## src/rtl/arc4_ctrl_if.sv

```systemverilog
// ARC4 sequencer bus bundle: task-top handshake, sub-block en/rdy + S write buses, S memory port.
// Latency: none (wires only).
// Backpressure: carried by the en/rdy pairs; master = sequencer side, slave = environment side.
interface arc4_ctrl_if;
  logic       en;
  logic       rdy;
  logic       done;
  logic [1:0] phase;
  logic       err;

  logic       init_en;
  logic       ksa_en;
  logic       prga_en;
  logic       init_rdy;
  logic       ksa_rdy;
  logic       prga_rdy;

  logic [7:0] init_addr;
  logic [7:0] ksa_addr;
  logic [7:0] prga_addr;
  logic [7:0] init_wrdata;
  logic [7:0] ksa_wrdata;
  logic [7:0] prga_wrdata;
  logic       init_wren;
  logic       ksa_wren;
  logic       prga_wren;

  logic [7:0] s_addr;
  logic [7:0] s_wrdata;
  logic       s_wren;

  modport master (
    input  en,
    output rdy, done, phase, err,
    output init_en, ksa_en, prga_en,
    input  init_rdy, ksa_rdy, prga_rdy,
    input  init_addr, ksa_addr, prga_addr,
    input  init_wrdata, ksa_wrdata, prga_wrdata,
    input  init_wren, ksa_wren, prga_wren,
    output s_addr, s_wrdata, s_wren
  );

  modport slave (
    output en,
    input  rdy, done, phase, err,
    input  init_en, ksa_en, prga_en,
    output init_rdy, ksa_rdy, prga_rdy,
    output init_addr, ksa_addr, prga_addr,
    output init_wrdata, ksa_wrdata, prga_wrdata,
    output init_wren, ksa_wren, prga_wren,
    input  s_addr, s_wrdata, s_wren
  );
endinterface

```

## src/rtl/arc4_ctrl.sv

```systemverilog
// ARC4 sequencer: runs init -> ksa -> (prga) via en/rdy and muxes the owning sub-block onto S memory.
// Latency: 1 START cycle + handshake per phase, +1 FIN cycle; S bus mux is zero-latency from owner.
// Backpressure: en taken only when rdy=1 (IDLE); waits on each sub-block rdy. Watchdog: ARC4_WDOG_EN.
module arc4_ctrl #(
  parameter int RUN_PRGA    = 1,
  parameter int WDOG_CYCLES = 1024
) (
  input logic        clk,
  input logic        rst_n,
  arc4_ctrl_if.master bus
);

  typedef enum logic [3:0] {
    S_IDLE,
    S_INIT_START,
    S_INIT_WAIT,
    S_KSA_START,
    S_KSA_WAIT,
    S_PRGA_START,
    S_PRGA_WAIT,
    S_FIN,
    S_ERR
  } state_t;

  typedef enum logic [1:0] {
    OWN_NONE = 2'd0,
    OWN_INIT = 2'd1,
    OWN_KSA  = 2'd2,
    OWN_PRGA = 2'd3
  } owner_t;

  // Watchdog limit must fit the 16-bit wait counter.
  if (WDOG_CYCLES < 1 || WDOG_CYCLES > 65535) begin : g_wdog_range
    $error("arc4_ctrl: WDOG_CYCLES out of range");
  end

  state_t state, state_nxt;
  owner_t owner, owner_nxt;
  logic   seen_busy, seen_busy_nxt;
  logic   init_en, ksa_en, prga_en;
  logic   in_wait;

  assign in_wait = (state == S_INIT_WAIT) || (state == S_KSA_WAIT) || (state == S_PRGA_WAIT);

`ifdef ARC4_WDOG_EN
  localparam logic [15:0] WDOG_LIM = 16'(WDOG_CYCLES - 1);
  logic [15:0] wdog_cnt;
  logic        wait_entry;

  assign wait_entry = !in_wait &&
                      ((state_nxt == S_INIT_WAIT) || (state_nxt == S_KSA_WAIT) ||
                       (state_nxt == S_PRGA_WAIT));

  // Wait-cycle counter: zeroed on entry to each WAIT, counts every WAIT cycle.
  always_ff @(posedge clk or negedge rst_n) begin
    if (!rst_n)          wdog_cnt <= '0;
    else if (wait_entry) wdog_cnt <= '0;
    else if (in_wait)    wdog_cnt <= wdog_cnt + 16'd1;
  end
`endif

  // State, owner and stale-rdy guard registers.
  always_ff @(posedge clk or negedge rst_n) begin
    if (!rst_n) begin
      state     <= S_IDLE;
      owner     <= OWN_NONE;
      seen_busy <= 1'b0;
    end else begin
      state     <= state_nxt;
      owner     <= owner_nxt;
      seen_busy <= seen_busy_nxt;
    end
  end

  // Next-state and start pulses; a WAIT only ends once the sub-block has been seen busy.
  always_comb begin
    state_nxt     = state;
    seen_busy_nxt = seen_busy;
    init_en       = 1'b0;
    ksa_en        = 1'b0;
    prga_en       = 1'b0;
    unique case (state)
      S_IDLE: begin
        if (bus.en) state_nxt = S_INIT_START;
      end
      S_INIT_START: begin
        if (bus.init_rdy) begin
          init_en       = 1'b1;
          state_nxt     = S_INIT_WAIT;
          seen_busy_nxt = 1'b0;
        end
      end
      S_INIT_WAIT: begin
        if (!bus.init_rdy)  seen_busy_nxt = 1'b1;
        else if (seen_busy) state_nxt     = S_KSA_START;
      end
      S_KSA_START: begin
        if (bus.ksa_rdy) begin
          ksa_en        = 1'b1;
          state_nxt     = S_KSA_WAIT;
          seen_busy_nxt = 1'b0;
        end
      end
      S_KSA_WAIT: begin
        if (!bus.ksa_rdy)   seen_busy_nxt = 1'b1;
        else if (seen_busy) state_nxt     = (RUN_PRGA != 0) ? S_PRGA_START : S_FIN;
      end
      S_PRGA_START: begin
        if (bus.prga_rdy) begin
          prga_en       = 1'b1;
          state_nxt     = S_PRGA_WAIT;
          seen_busy_nxt = 1'b0;
        end
      end
      S_PRGA_WAIT: begin
        if (!bus.prga_rdy)  seen_busy_nxt = 1'b1;
        else if (seen_busy) state_nxt     = S_FIN;
      end
      S_FIN:   state_nxt = S_IDLE;
      S_ERR:   state_nxt = S_ERR;
      default: state_nxt = S_IDLE;
    endcase
`ifdef ARC4_WDOG_EN
    // A normal phase exit wins over a watchdog expiry in the same cycle.
    if (in_wait && (state_nxt == state) && (wdog_cnt == WDOG_LIM)) state_nxt = S_ERR;
`endif
  end

  // Owner is registered from the next state so it is valid throughout START and WAIT.
  always_comb begin
    owner_nxt = OWN_NONE;
    case (state_nxt)
      S_INIT_START, S_INIT_WAIT: owner_nxt = OWN_INIT;
      S_KSA_START,  S_KSA_WAIT:  owner_nxt = OWN_KSA;
      S_PRGA_START, S_PRGA_WAIT: owner_nxt = OWN_PRGA;
      default:                   owner_nxt = OWN_NONE;
    endcase
  end

  // S memory bus: only the owner reaches memory; no owner means a quiet bus.
  always_comb begin
    bus.s_addr   = 8'h00;
    bus.s_wrdata = 8'h00;
    bus.s_wren   = 1'b0;
    case (owner)
      OWN_INIT: begin
        bus.s_addr   = bus.init_addr;
        bus.s_wrdata = bus.init_wrdata;
        bus.s_wren   = bus.init_wren;
      end
      OWN_KSA: begin
        bus.s_addr   = bus.ksa_addr;
        bus.s_wrdata = bus.ksa_wrdata;
        bus.s_wren   = bus.ksa_wren;
      end
      OWN_PRGA: begin
        bus.s_addr   = bus.prga_addr;
        bus.s_wrdata = bus.prga_wrdata;
        bus.s_wren   = bus.prga_wren;
      end
      default: begin
        bus.s_addr   = 8'h00;
        bus.s_wrdata = 8'h00;
        bus.s_wren   = 1'b0;
      end
    endcase
  end

  assign bus.init_en = init_en;
  assign bus.ksa_en  = ksa_en;
  assign bus.prga_en = prga_en;
  assign bus.rdy     = (state == S_IDLE);
  assign bus.done    = (state == S_FIN);
  assign bus.phase   = owner;
`ifdef ARC4_WDOG_EN
  assign bus.err     = (state == S_ERR);
`else
  assign bus.err     = 1'b0;
`endif

endmodule
```

## src/flat_wrapper.sv

```systemverilog
// flat-port wrapper written by rule: the top's interface ports become plain ports
module arc4_ctrl_flat 
#(
  parameter int RUN_PRGA    = 1,
  parameter int WDOG_CYCLES = 1024
)
  (clk, rst_n, bus_en, bus_rdy, bus_done, bus_phase, bus_err, bus_init_en, bus_ksa_en, bus_prga_en, bus_init_rdy, bus_ksa_rdy, bus_prga_rdy, bus_init_addr, bus_ksa_addr, bus_prga_addr, bus_init_wrdata, bus_ksa_wrdata, bus_prga_wrdata, bus_init_wren, bus_ksa_wren, bus_prga_wren, bus_s_addr, bus_s_wrdata, bus_s_wren);
  arc4_ctrl_if bus_i ();
  input logic clk;
  input logic rst_n;
  input wire logic [$bits(bus_i.en)-1:0] bus_en;
  output wire logic [$bits(bus_i.rdy)-1:0] bus_rdy;
  output wire logic [$bits(bus_i.done)-1:0] bus_done;
  output wire logic [$bits(bus_i.phase)-1:0] bus_phase;
  output wire logic [$bits(bus_i.err)-1:0] bus_err;
  output wire logic [$bits(bus_i.init_en)-1:0] bus_init_en;
  output wire logic [$bits(bus_i.ksa_en)-1:0] bus_ksa_en;
  output wire logic [$bits(bus_i.prga_en)-1:0] bus_prga_en;
  input wire logic [$bits(bus_i.init_rdy)-1:0] bus_init_rdy;
  input wire logic [$bits(bus_i.ksa_rdy)-1:0] bus_ksa_rdy;
  input wire logic [$bits(bus_i.prga_rdy)-1:0] bus_prga_rdy;
  input wire logic [$bits(bus_i.init_addr)-1:0] bus_init_addr;
  input wire logic [$bits(bus_i.ksa_addr)-1:0] bus_ksa_addr;
  input wire logic [$bits(bus_i.prga_addr)-1:0] bus_prga_addr;
  input wire logic [$bits(bus_i.init_wrdata)-1:0] bus_init_wrdata;
  input wire logic [$bits(bus_i.ksa_wrdata)-1:0] bus_ksa_wrdata;
  input wire logic [$bits(bus_i.prga_wrdata)-1:0] bus_prga_wrdata;
  input wire logic [$bits(bus_i.init_wren)-1:0] bus_init_wren;
  input wire logic [$bits(bus_i.ksa_wren)-1:0] bus_ksa_wren;
  input wire logic [$bits(bus_i.prga_wren)-1:0] bus_prga_wren;
  output wire logic [$bits(bus_i.s_addr)-1:0] bus_s_addr;
  output wire logic [$bits(bus_i.s_wrdata)-1:0] bus_s_wrdata;
  output wire logic [$bits(bus_i.s_wren)-1:0] bus_s_wren;
  assign bus_i.en = bus_en;
  assign bus_rdy = bus_i.rdy;
  assign bus_done = bus_i.done;
  assign bus_phase = bus_i.phase;
  assign bus_err = bus_i.err;
  assign bus_init_en = bus_i.init_en;
  assign bus_ksa_en = bus_i.ksa_en;
  assign bus_prga_en = bus_i.prga_en;
  assign bus_i.init_rdy = bus_init_rdy;
  assign bus_i.ksa_rdy = bus_ksa_rdy;
  assign bus_i.prga_rdy = bus_prga_rdy;
  assign bus_i.init_addr = bus_init_addr;
  assign bus_i.ksa_addr = bus_ksa_addr;
  assign bus_i.prga_addr = bus_prga_addr;
  assign bus_i.init_wrdata = bus_init_wrdata;
  assign bus_i.ksa_wrdata = bus_ksa_wrdata;
  assign bus_i.prga_wrdata = bus_prga_wrdata;
  assign bus_i.init_wren = bus_init_wren;
  assign bus_i.ksa_wren = bus_ksa_wren;
  assign bus_i.prga_wren = bus_prga_wren;
  assign bus_s_addr = bus_i.s_addr;
  assign bus_s_wrdata = bus_i.s_wrdata;
  assign bus_s_wren = bus_i.s_wren;
  arc4_ctrl #(.RUN_PRGA(RUN_PRGA), .WDOG_CYCLES(WDOG_CYCLES)) u_core (.clk(clk), .rst_n(rst_n), .bus(bus_i));
endmodule
```

## config.mk

```make
export PLATFORM = sky130hd
export DESIGN_NAME = arc4_ctrl_flat
export DESIGN_NICKNAME = d
export VERILOG_FILES = /design/src/rtl/arc4_ctrl_if.sv /design/src/rtl/arc4_ctrl.sv /design/src/flat_wrapper.sv
export SDC_FILE = /design/constraint.sdc
export NUM_CORES = 1
export LEC_CHECK = 0
export ABC_AREA = 0
export BUFFER_PORTS_ARGS = -buffer_cell sky130_fd_sc_hd__clkbuf_2
export CAP_MARGIN = 20
export CORE_MARGIN = 3
export CORE_UTILIZATION = 40
export CTS_CLUSTER_SIZE = 20
export DETAILED_ROUTE_END_ITERATION = 10
export MAX_ROUTING_LAYER = met4
export PLACE_DENSITY = 0.85
export SETUP_SLACK_MARGIN = 0.15
export SYNTH_ARGS = -nofsm -noshare
export SYNTH_HDL_FRONTEND = slang
export SYNTH_SLANG_ARGS = --single-unit
```

## constraint.sdc

```tcl
create_clock -name clk -period 3.1 [get_ports clk]
set_input_delay 0.62 -clock clk [delete_from_list [all_inputs] [get_ports clk]]
set_output_delay 0.62 -clock clk [all_outputs]
set_load 0.005 [all_outputs]
```

## Word-level counts from Yosys, hierarchy flattened

Index checks and enable logic that the tools add are counted.

| cells by class | value |
|---|---|
| eq/ne operators | 23 |
| muxes and demuxes | 28 |
| reduce and logical (&&, ||, !) cells | 6 |

Operator list:

| operator | number |
|---|---|
| case mux 8 bit (3 select lines) | 2 |
| 2-to-1 mux 4 bit | 10 |
| case mux 4 bit (8 select lines) | 1 |
| == test 4 x 3 -> 1 bit, second input constant | 7 |
| == test 4 x 2 -> 1 bit, second input constant | 4 |
| 2-to-1 mux 1 bit | 12 |
| != test 2 bit, second input constant | 6 |
| == test 4 x 1 -> 1 bit, second input constant | 2 |
| AND reduction 7 bit | 1 |
| case mux 1 bit (6 select lines) | 1 |
| case mux 2 bit (3 select lines) | 1 |
| nonzero test 6 bit | 1 |
| OR reduction 2 bit | 3 |
| == test 2 bit, second input constant | 2 |
| == test 4 bit, second input constant | 1 |
| zero test 4 bit | 1 |
| case mux 1 bit (3 select lines) | 1 |
| == test 2 x 1 -> 1 bit, second input constant | 1 |

| storage, ports and cells | value |
|---|---|
| flip-flop bits (word level) | 7 |
| input bits | 57 |
| output and inout port bits | 25 |

## Depth between registers and ports, before layout

Gate-level depths: netlist of the first run.

| logic depth | value |
|---|---|
| depth in word-level cells | 6 |
| gate-level depth with buffers | 6 |
| depth with buffers taken out | 4 |

## Worst setup path after synthesis of the first run

Ideal clock, no wire load.

| path | value |
|---|---|
| path kind | flip-flop to output port |
| from | register u_core.owner[0], in the netlist u_core.bus.phase[0] |
| to | output bus_s_addr[1] |
| data arrival time | 1,418 ps |
| required time | 2,480 ps |
| setup slack | 1,062 ps |
| cell stages (with the launch flop) | 5 |
| buffers on the path | 2 |
| cells stage by stage | dfrtp_1 -> clkbuf_1 -> buf_2 -> mux2_2 -> a22o_1 |

| on the way | value |
|---|---|
| word-level cells in the longest chain between the ends | 2 |
| elaborated cells on any way between the ends | 4 |
| classes of those cells | 3 x eq/ne; 1 x mux |

Ends and longest elaborated chain:

| element | line | text |
|---|---|---|
| start, declared | arc4_ctrl.sv:38 | `owner_t owner, owner_nxt;` |
| start signal, assigned | arc4_ctrl.sv:70 | `owner <= owner_nxt;` |
| == test 2 bit / == test 2 x 1 -> 1 bit (equally long branches) | arc4_ctrl.sv:145 | `case (owner)` |
| case mux 8 bit (3 select lines) (*) | arc4_ctrl.sv:145 |  |
| end, declared | flat_wrapper.sv:31 | `output wire logic [$bits(bus_i.s_addr)-1:0] bus_s_addr;` |

Every way passes the cells marked *; elsewhere a longest branch is shown, timed or not.

## Worst setup path in the final report of the first run

| path | value |
|---|---|
| from | register u_core.owner[0], in the netlist u_core.bus.phase[0] |
| to | output bus_s_addr[7] |

The elaborated chain is that of the path after synthesis.

==> qor.tcl, run 1 <==
set qor(port_buffers) 80
set qor(chipWidth_um) 53.2
set qor(wl_met1_mm) 1.01
set qor(clkSinkCount) 7
set qor(ctsResizeCount) 0
set qor(ys_seq_elements) 7
set qor(clk-insertion-delay-late_ns) 0.25
set qor(row_count) 16
set qor(grt_first_pass_wirelength_mm) 3.97
set qor(routed-via-count) 1095
set qor(finalCoreUtilization) 0.630
set qor(slew-limit-headroom) 0.532
set qor(slew_violations) 0
set qor(design.final.nets) 229
set qor(synth_area_per_cell_um2) 9.00
set qor(most_common_cell_after_layout_fill_and_taps_aside) {clkbuf_2}
set qor(grt_max_degree) 20
set qor(worst-endpoint-arrival_ns) 1.77
set qor(max_clock_freq_ghz) 0.418
set qor(grt_pass1_vias) 929
set qor(synth.yosys.seq_area_share) 0.197
set qor(drt_iter0_markers) 16
set qor(fillCellCount) 178
set qor(tns_ns) 0
set qor(finalWorstPathRequiredPeriod_ns) 2.39
set qor(run_status) {completed}
set qor(critPathMaxStageDelay_ns) 0.79
set qor(num_antenna_cells) 0
set qor(initial_antenna_violation_count) 0
set qor(synth-async-reset-ratio) 1.00
set qor(holdCritPathClass) {in2async}
set qor(effective_utilization_at_floorplan) 0.436
set qor(placeableCoreArea_mm2) 0.00204
set qor(rr_worst_depth) 4
set qor(peakVddDrop_v) 0.000421
set qor(route.top_layer_used) {met4}
set qor(worstPathRequired_ns) 2.48
set qor(largest_family_of_logic_cells_by_synthesized_area) {compound AO/OA/AOI/OAI gates}
set qor(route.detailed.drc) 0
set qor(synth_area_um2) 891
set qor(critPathTopFamily) {flip-flops}
set qor(critical_path.cell_chain) {mux2_2 > a22o_1 > clkbuf_2}
set qor(clock-root-buffer) {clkbuf_4}
set qor(vias_per_cell) 5.53
set qor(leakagePower_nw) 0.699
set qor(gr-usage-all-layers) 0.194
set qor(clkTransAtPathRegs_ns) 0.05
set qor(final-setup-viol-count) 0
set qor(clock_skew_ns) 0.00391
set qor(yosys.area_share.xor_xnor) 0.00983
set qor(power_per_cell_area_mw_per_mm2) 812
set qor(synth_fa_ha_area_frac) 0
set qor(synth_compound_gate_area_share) 0.277
set qor(synth_top_cell_by_area) {mux2_2}
set qor(syn2layout_area_growth_pct) 44.4
set qor(cts_setup_buffers) 0
set qor(pre_antenna_drt_iters) 4
set qor(synth.top_cell.area_share) 0.228
set qor(tritoncts) {built}
set qor(ys.flop_type) {dfrtp_1}
set qor(post_synthesis_net_count) 156
set qor(synth-simple-area-share) 0.157
set qor(cp-end-kind) {primary output}
set qor(synthesis.instances) 99
set qor(postRouteWirelength_mm) 2.86
set qor(timing.final.hold_violations) 0
set qor(fin_crit_sh) 0.772
set qor(dr_wl_met2_mm) 1.45
set qor(crit_slowest_cell) {dfrtp_1}
set qor(synth.mux.area_fraction) 0.261
set qor(setup.worst_path.class) {reg2out}
set qor(synth_cell_types) 35
set qor(count_of_warnings_emitted_by_yosys) 0
set qor(crit_path_max_fanout) 19
set qor(globalRoute.totalOverflow) 0
set qor(place_congestion) 0.888
set qor(worstPathBufferInverterCount) 1
set qor(final_antenna_net_count) 0
set qor(routedWlPerCell_um) 14.4
set qor(cts-hold-fix-buffers) 0
set qor(post_synth_main_area_contributors) {mux2_2 23%, dfrtp_1 20%, a22o_1 17%}
set qor(cts_htree_levels) 1
set qor(die_area_mm2) 0.00283
set qor(worst_pin_slew_ns) 0.702
set qor(setup.worst_path.start_class) {register}
set qor(cts_max_path_buffers) 2
set qor(height_of_the_chip_um) 53.2
set qor(hpwl_reported_at_the_end_of_detailed_placement_mm) 2.32
set qor(tritoncts.num_buffers) 3
set qor(critical_path_cell_count) 3
set qor(max_cap_violations) 0
set qor(dr_wl_met3_um) 371
set qor(drive_above_1_share) 0.614
set qor(layout.cells.most_common_list) {80 x clkbuf_2, 18 x mux2_2, 17 x a22o_1, 7 x dfrtp_1, 5 x nor2_1}
set qor(count_of_flip_flops_with_a_built_in_enable_after_synthesis) 0
set qor(top_level_ports) 82
set qor(rsz0062_at_grt) {no}
cells by family after synthesis:
kind of cell	after synthesis
other cells	1
mux	21
buf+inv	16
flops	7
compound gates	30
xor+xnor	1
simple gates	23
layer usage:
layer  global-route usage  up-vias
li1                     -      522
met2                0.362       69
met3               0.0423        3
met1                0.199      501
met4               0.0638        0
met5                    -        -
registers in the layout, summed over array words and instances, names as in the netlist:
| signal | count |
|---|---|
| u_core.state | 4 |
| u_core.bus.phase | 2 |
| u_core.seen_busy | 1 |
cells in the mapped netlist (all sizes together), types with 2 or more instances:
| library cell | number |
|---|---|
| a22o | 17 |
| and4 | 2 |
| buf | 8 |
| clkbuf | 5 |
| dfrtp | 7 |
| inv | 3 |
| mux2 | 18 |
| mux2i | 3 |
| nand2b | 3 |
| nor2 | 5 |
| nor2b | 2 |
| nor4 | 2 |
| o211ai | 2 |
| o21ai | 4 |
stage by stage:
| step | std cells | power [mW] | worst slack [ns] | hold WS (ns) | cell area, um2 |
|---|---|---|---|---|---|
| 6_report | 198 | 1.04 | 0.706 | 0.190 | 1290 |
| 5_1_grt | 198 | 1.14 | 0.574 | 0.181 | 1290 |
| 4_1_cts | 198 | 1.05 | 0.707 | 0.191 | 1290 |
| 3_5_place_dp | 194 | 0.964 | 0.975 | 0.459 | 1260 |
| 3_3_place_gp | 194 | 0.935 | 1.01 | 0.456 | 1260 |
| 2_1_floorplan | 99 | 0.735 | 1.06 | 0.324 | 891 |
worst reg2reg max path, stage by stage, from the launching register on:
cell and delay [ns]:
dfrtp_1 0.62, or3b_1 0.43, o32a_2 0.24, o2111ai_1 0.19, o211ai_1 0.12
cell type report:
type                       count  area (um2)  share of cell area
multi-input combinational     76         632               0.491
clock buffer                   4        26.3              0.0204
sequential                     7         175               0.136
tap                           27        33.8              0.0263
timing repair buffer          81         408               0.317
inverter                       3        11.3             0.00875
where the power goes:
part           internal (mW)  switching, mW  total, mW  leakage, nW
registers              0.129          0.148      0.277       0.0883
logic                  0.411          0.275      0.686        0.596
clock network         0.0491         0.0325     0.0816       0.0150
total                  0.590          0.455       1.04        0.699
final timing paths:
path	to	startpoint	slack, ns
setup / recovery	bus_s_addr[7]	u_core.bus.phase[0]$_DFF_PN0_	0.71
hold / removal	u_core.state[3]$_DFF_PN0_	rst_n	0.19
hold reg to reg	u_core.seen_busy$_DFFE_PN0P_	u_core.seen_busy$_DFFE_PN0P_	0.60
setup reg to reg	u_core.bus.phase[1]$_DFF_PN0_	u_core.state[1]$_DFF_PN0_	1.39
min in group clk	u_core.seen_busy$_DFFE_PN0P_	u_core.seen_busy$_DFFE_PN0P_	0.60
max in group asynchronous	u_core.state[1]$_DFF_PN0_	rst_n	2.75
(Power assumes the default switching activity.)
==> run 2, diff against run 1 <==
- CORE_UTILIZATION: 40 -> 33
- PLACE_DENSITY: 0.85 -> 0.75
- clock period: 3.1 -> 2.2 ns (I/O delays scaled with it)
==> run 2 against run 1 <==
Effect of this change: combinational power grew 68%; cell count grew 5.6%; utilization shrank 9.3 points; critical path type unchanged; critical endpoint is now bus_prga_en; largest cell class unchanged.
==> qor.tcl, run 2 (synthesis gave the netlist of run 1 again) <==
set qor(run_status) {completed}
set qor(globalRoute.totalOverflow) 0 ;# unchanged
set qor(timing.final.hold_violations) 0 ;# unchanged
set qor(slew_violations) 0 ;# unchanged
set qor(power.combinational.fraction) 0.730 ;# +0.073
set qor(hold_ws_ns) 0.535 ;# +0.344 ns
set qor(registers.top_by_ff_count) {u_core.state}
set qor(grt_pass1_vias) 1016 ;# +9.4%
set qor(cts_htree_levels) 1 ;# unchanged
set qor(drt_iter0_markers) 30 ;# +14
set qor(critPathMaxStageDelay_ns) 0.63 ;# -0.16 ns
set qor(effective_utilization_at_floorplan) 0.353 ;# -0.0831
set qor(worst-endpoint-arrival_ns) 1.50 ;# -0.27 ns
set qor(final_antenna_net_count) 0 ;# unchanged
set qor(fin_crit_sh) 0.880
set qor(num_antenna_cells) 0 ;# unchanged
set qor(rr_worst_depth) 4 ;# unchanged
set qor(worst_slack_at_placement_ns) 0.353 ;# -0.622 ns
set qor(r2r-end) {u_core.bus.phase[1]$_DFF_PN0_}
set qor(tns_ns) 0 ;# unchanged
set qor(postRouteWirelength_mm) 2.97 ;# +3.7%
set qor(place_congestion) 0.869 ;# -2.2%
set qor(syn2layout_area_growth_pct) 52.0
set qor(design.final.nets) 237 ;# +3.5%
set qor(vias_per_cell) 5.19 ;# -6.1%
set qor(tritoncts) {built}
set qor(most_common_cell_after_layout_fill_and_taps_aside) {clkbuf_2}
set qor(setup.worst_path.class) {reg2out}
set qor(switchingPower_mw) 0.658 ;# +45%
set qor(port_buffers) 80 ;# unchanged
set qor(top_level_ports) 82 ;# unchanged
set qor(die_area_mm2) 0.00336 ;# +19%
set qor(max_clock_freq_ghz) 0.517
set qor(clock-root-buffer) {clkbuf_4}
set qor(sequentialPowerShare) 0.193 ;# -0.072
set qor(crit_path_max_fanout) 17 ;# -2
set qor(grt_first_pass_wirelength_mm) 4.47 ;# +13%
set qor(clock_skew_ns) 0.0122 ;# +0.00827 ns
set qor(initial_antenna_violation_count) 0 ;# unchanged
set qor(grt_max_degree) 19 ;# -5.0%
set qor(crit_slowest_cell) {dfrtp_1}
set qor(setup.worst_path.start_class) {register}
set qor(placeableCoreArea_mm2) 0.00252 ;# +24%
set qor(worstPathRequired_ns) 1.76 ;# -0.72 ns
set qor(finalWorstPathRequiredPeriod_ns) 1.94
set qor(tritoncts.num_buffers) 3 ;# unchanged
set qor(r2r_setup_slack_ns) 0.48 ;# -0.91 ns
set qor(drive_above_1_share) 0.631 ;# +0.0172
set qor(row_count) 18 ;# +2
set qor(route.detailed.drc) 0 ;# unchanged
set qor(clkSinkCount) 7 ;# unchanged
set qor(switching_share) 0.418 ;# -0.0173
set qor(max_cap_violations) 0 ;# unchanged
set qor(hpwl_reported_at_the_end_of_detailed_placement_mm) 2.39 ;# +3.2%
set qor(rsz0062_at_grt) {no}
set qor(pre_antenna_drt_iters) 4 ;# unchanged
set qor(number_of_flip_flops_under_the_largest_register_name) 4 ;# unchanged
set qor(setup_ws_ns) 0.265 ;# -0.441 ns
set qor(holdCritPathClass) {in2async}
set qor(power_per_cell_area_mw_per_mm2) 1160 ;# +43%
set qor(peakVddDrop_v) 0.000600 ;# +42%
set qor(gr-usage-all-layers) 0.174 ;# -0.0195
set qor(routed-via-count) 1085 ;# -0.91%
set qor(height_of_the_chip_um) 58.0 ;# +9.0%
set qor(fillCellCount) 240 ;# +35%
set qor(power_frac_clock) 0.077 ;# about the same
set qor(critical_path.cell_chain) {nor2b_1 > and4_1 > clkbuf_2}
set qor(cp-end-kind) {primary output}
set qor(leakagePower_nw) 0.737 ;# +5.4%
set qor(chipWidth_um) 58.0 ;# +9.0%
set qor(crit-reg2reg-launch) {u_core.state[1]$_DFF_PN0_}
set qor(routedWlPerCell_um) 14.2 ;# -1.7%
set qor(final-setup-viol-count) 0 ;# unchanged
set qor(intPower_mw) 0.914 ;# +55%
set qor(layout.cells.most_common_list) {80 x clkbuf_2, 18 x mux2_2, 17 x a22o_1, 8 x buf_4, 6 x dfrtp_1}
set qor(cts_max_path_buffers) 2 ;# unchanged
set qor(clk-insertion-delay-late_ns) 0.26 ;# about the same
set qor(clkTransAtPathRegs_ns) 0.06 ;# about the same
-- run 2: changes by cell type in the layout (fill, tap and decap cells not counted) --
cell	change
buf_4	+7
dfrtp_1	-1
dfrtp_2	+1
dlygate4sd3_1	+1
-- run 2: power by group through the flow --
stage | Combinational [mW] | Clock (mW) | Sequential [mW]
5_1_grt | 1.26 | 0.138 | 0.319
2_1_floorplan | 0.826 | 0 | 0.210
3_3_place_gp | 1.07 | 0 | 0.316
4_1_cts | 1.10 | 0.124 | 0.320
6_report | 1.15 | 0.121 | 0.304
3_5_place_dp | 1.09 | 0 | 0.320
-- run 2: worst max-delay path, delay by kind of cell, from the launching register on --
kind                   cells  cell delay (ns)
flip-flops                 1             0.63
AND/OR/NAND/NOR            2             0.50
buffers and inverters      1             0.11
-- run 2: metrics by stage --
stage / utilization / cell area [um2] / power (mW) / instances
2_1_floorplan: - / 891 / 1.04 / 99
3_3_place_gp: 0.513 / 1290 / 1.39 / 201
3_5_place_dp: 0.513 / 1290 / 1.41 / 201
4_1_cts: 0.524 / 1320 / 1.54 / 205
5_1_grt: 0.537 / 1350 / 1.72 / 209
6_report: 0.537 / 1350 / 1.57 / 209
-- run 2: worst max-delay path by stage --
stage,from,to,slack [ns],cells past startpoint
6_report,u_core.state[0]$_DFF_PN0_,bus_prga_en,0.26,3
5_1_grt,u_core.state[0]$_DFF_PN0_,bus_prga_en,0.16,3
4_1_cts,u_core.bus.phase[0]$_DFF_PN0_,bus_s_addr[6],0.18,4
3_5_place_dp,u_core.bus.phase[0]$_DFF_PN0_,bus_s_wrdata[7],0.35,4
3_3_place_gp,u_core.bus.phase[0]$_DFF_PN0_,bus_s_wrdata[4],0.39,4
2_1_floorplan,u_core.bus.phase[0]$_DFF_PN0_,bus_s_addr[1],0.34,4
-- run 2: final cells by class --
cell class	count	area [um2]	area share
Clock buffer	4	26.3	0.0194
Sequential cell	7	176	0.130
Inverter	3	11.3	0.00832
Timing Repair Buffer	89	470	0.348
Multi-Input combinational cell	76	632	0.467
Tap cell	30	37.5	0.0277
-- run 2: repair_timing --
item | CTS | global route
setup buffers | 0 | 3
hold buffers | 0 | 1
hold endpoints to repair | 0 | 3
resized for setup | 1 | 0
endpoints found under the setup margin | 9 | 8
-- run 2: per-layer routing --
metal | vias up | global-route usage | part of all wire
li1 | 537 | - | -
met1 | 491 | 0.199 | 0.39
met2 | 55 | 0.303 | 0.48
met3 | 2 | 0.0601 | 0.12
met4 | 0 | 0.0199 | 0.0034
met5 | - | - | 0
==> run 3, diff against run 2 <==
- PLACE_DENSITY: 0.75 -> unset
- PLACE_DENSITY_LB_ADDON: unset -> 0.3
==> run 3 against run 2 <==
Effect of this change: non-clock buffer count fell by 4; register-to-register slack about the same; via count is 1.8% lower; cell count down 1.9%; wire length fell by 7.7%; clock skew decreased by 0.010 ns; final area down 2.3%; global-route usage fell by 1.4 points; critical path depth is 1 higher; fmax is 1.3% higher; critical path type unchanged.
==> qor.tcl, run 3 (synthesis gave the netlist of run 1 again) <==
set qor(layout.cells.most_common_list) {80 x clkbuf_2, 18 x mux2_2, 17 x a22o_1}
set qor(chipWidth_um) 58.0 ;# unchanged
set qor(pre_antenna_drt_iters) 4 ;# unchanged
set qor(top_level_ports) 82 ;# unchanged
set qor(gr-max-usage-layer) {met2}
set qor(clkTransAtPathRegs_ns) 0.05 ;# about the same
set qor(routedWlPerCell_um) 13.4 ;# -5.9%
set qor(globalRoute.totalOverflow) 0 ;# unchanged
set qor(grt_first_pass_wirelength_mm) 4.13 ;# -7.7%
set qor(clock_skew_ns) 0.00184 ;# -0.0103 ns
set qor(final_antenna_net_count) 0 ;# unchanged
set qor(row_count) 18 ;# unchanged
set qor(gr-usage-all-layers) 0.160 ;# -0.0139
set qor(effective_utilization_at_floorplan) 0.353 ;# unchanged
set qor(tns_ns) 0 ;# unchanged
set qor(rr_worst_depth) 4 ;# unchanged
set qor(die_area_mm2) 0.00336 ;# unchanged
set qor(routed-via-count) 1066 ;# -1.8%
set qor(number_of_flip_flops_under_the_largest_register_name) 4 ;# unchanged
set qor(cts_htree_levels) 1 ;# unchanged
set qor(power.combinational.fraction) 0.731 ;# about the same
set qor(crit-reg2reg-launch) {u_core.state[1]$_DFF_PN0_}
set qor(design.final.nets) 233 ;# -1.7%
set qor(stdcell_area_mm2) 0.00132 ;# -2.3%
set qor(holdCritPathClass) {in2async}
set qor(num_antenna_cells) 0 ;# unchanged
set qor(use_met3) 0.0267 ;# -0.0334
set qor(peakVddDrop_v) 0.000669 ;# +12%
set qor(worstPathRequired_ns) 1.76 ;# about the same
set qor(registers.top_by_ff_count) {u_core.state}
set qor(worst-endpoint-arrival_ns) 1.47 ;# -0.03 ns
set qor(place_congestion) 0.842 ;# -3.1%
set qor(switching_share) 0.422 ;# +0.00335
set qor(slew_violations) 0 ;# unchanged
set qor(run_status) {completed}
set qor(hpwl_reported_at_the_end_of_detailed_placement_mm) 2.32 ;# -2.9%
set qor(tritoncts.num_buffers) 3 ;# unchanged
set qor(intPower_mw) 0.882 ;# -3.5%
set qor(route.detailed.drc) 0 ;# unchanged
set qor(power_frac_clock) 0.074 ;# -0.003
set qor(port_buffers) 80 ;# unchanged
set qor(rsz0062_at_grt) {no}
set qor(fin_crit_sh) 0.869 ;# -0.0112
set qor(tritoncts) {built}
set qor(globalRouteMet1Util) 0.170 ;# -0.0290
set qor(initial_antenna_violation_count) 0 ;# unchanged
set qor(fillCellCount) 249 ;# +3.8%
set qor(placeableCoreArea_mm2) 0.00252 ;# unchanged
set qor(grt_max_degree) 19 ;# unchanged
set qor(syn2layout_area_growth_pct) 48.5
set qor(vias_per_cell) 5.20 ;# +0.17%
set qor(final-setup-viol-count) 0 ;# unchanged
set qor(finalWorstPathRequiredPeriod_ns) 1.91 ;# -0.0246 ns
set qor(r2r-end) {u_core.bus.phase[1]$_DFF_PN0_}
set qor(setup.worst_path.class) {reg2out}
set qor(crit_path_max_fanout) 11 ;# -6
set qor(clkSinkCount) 7 ;# unchanged
set qor(sequentialPowerShare) 0.195 ;# +0.002
set qor(drive_above_1_share) 0.634 ;# +0.00300
set qor(timing.final.hold_violations) 0 ;# unchanged
set qor(clk-insertion-delay-late_ns) 0.25 ;# about the same
set qor(cp-end-kind) {primary output}
set qor(most_common_cell_after_layout_fill_and_taps_aside) {clkbuf_2}
set qor(postRouteWirelength_mm) 2.74 ;# -7.7%
set qor(height_of_the_chip_um) 58.0 ;# unchanged
set qor(power_per_cell_area_mw_per_mm2) 1150 ;# -0.69%
set qor(leakagePower_nw) 0.717 ;# -2.7%
set qor(cts_max_path_buffers) 2 ;# unchanged
set qor(setup_ws_ns) 0.289 ;# +0.0246 ns
set qor(max_clock_freq_ghz) 0.523 ;# +1.3%
set qor(groute.layer.met2.usage) 0.284 ;# -0.0194
set qor(drt_iter0_markers) 34 ;# +13%
set qor(worst_slack_at_placement_ns) 0.302 ;# -0.0511 ns
set qor(r2r_setup_slack_ns) 0.47 ;# about the same
set qor(switchingPower_mw) 0.643 ;# -2.2%
set qor(setup.worst_path.start_class) {register}
set qor(finalCoreUtilization) 0.524 ;# -0.0124
set qor(max_cap_violations) 0 ;# unchanged
set qor(clock-root-buffer) {clkbuf_4}
set qor(placed_area_mm2) 0.00129 ;# -0.58%
set qor(grt_pass1_vias) 973 ;# -4.2%
[run 3: cell types whose count changed in the layout (fill, tap and decap cells not counted), sizes merged]
cell	delta
buf	-3
dlygate4sd3	-1
[run 3: what timing repair did]
item                       4_1_cts  5_1_grt
cloned                           0        0
hold buffers                     0        0
buffers inserted                 1        0
setup endpoints to repair       10        1
pin swaps                        0        0
resized for setup                1        1
[run 3: area by class of cell]
type	instances	area (um2)	share of cell area
clock buffer	4	26.3	0.0199
inverter	3	11.3	0.00851
multi-input combinational	76	632	0.478
sequential	7	178	0.134
tap	30	37.5	0.0284
timing repair buffer	85	438	0.331
[run 3: metal layers]
metal,wire (um),part of all wire,up-vias
li1,-,-,528
met1,1020,0.37,482
met2,1410,0.52,52
met3,256,0.093,4
met4,44,0.016,0
met5,0,0,-
[run 3: power by group through the flow]
stage	Sequential, mW	Combinational, mW	Clock (mW)
2_1_floorplan	0.210	0.826	0
3_3_place_gp	0.311	1.06	0
3_5_place_dp	0.317	1.09	0
4_1_cts	0.295	1.12	0.120
5_1_grt	0.313	1.21	0.124
6_report	0.298	1.11	0.113
[run 3: critical path: stages (launching register included)]
cell,delay [ns]
dfrtp_2,0.35
buf_4,0.18
mux2_2,0.35
a22o_1,0.23
clkbuf_2,0.11
[run 3: how the worst max path moves through the flow]
stage,end,from,cells past startpoint
2_1_floorplan,bus_s_addr[1],u_core.bus.phase[0]$_DFF_PN0_,4
3_3_place_gp,bus_s_addr[7],u_core.bus.phase[0]$_DFF_PN0_,4
3_5_place_dp,bus_s_addr[7],u_core.bus.phase[0]$_DFF_PN0_,4
4_1_cts,bus_prga_en,u_core.state[0]$_DFF_PN0_,3
5_1_grt,bus_s_addr[7],u_core.bus.phase[0]$_DFF_PN0_,4
6_report,bus_s_addr[7],u_core.bus.phase[0]$_DFF_PN0_,4
[run 3: per-stage QoR]
stage               std cells  hold WS, ns  power, mW
floorplan                  99        0.144       1.04
global placement          200        0.278       1.38
detailed placement        200        0.279       1.40
CTS                       205      0.00488       1.54
global route              205       0.0151       1.65
finish                    205       0.0113       1.53
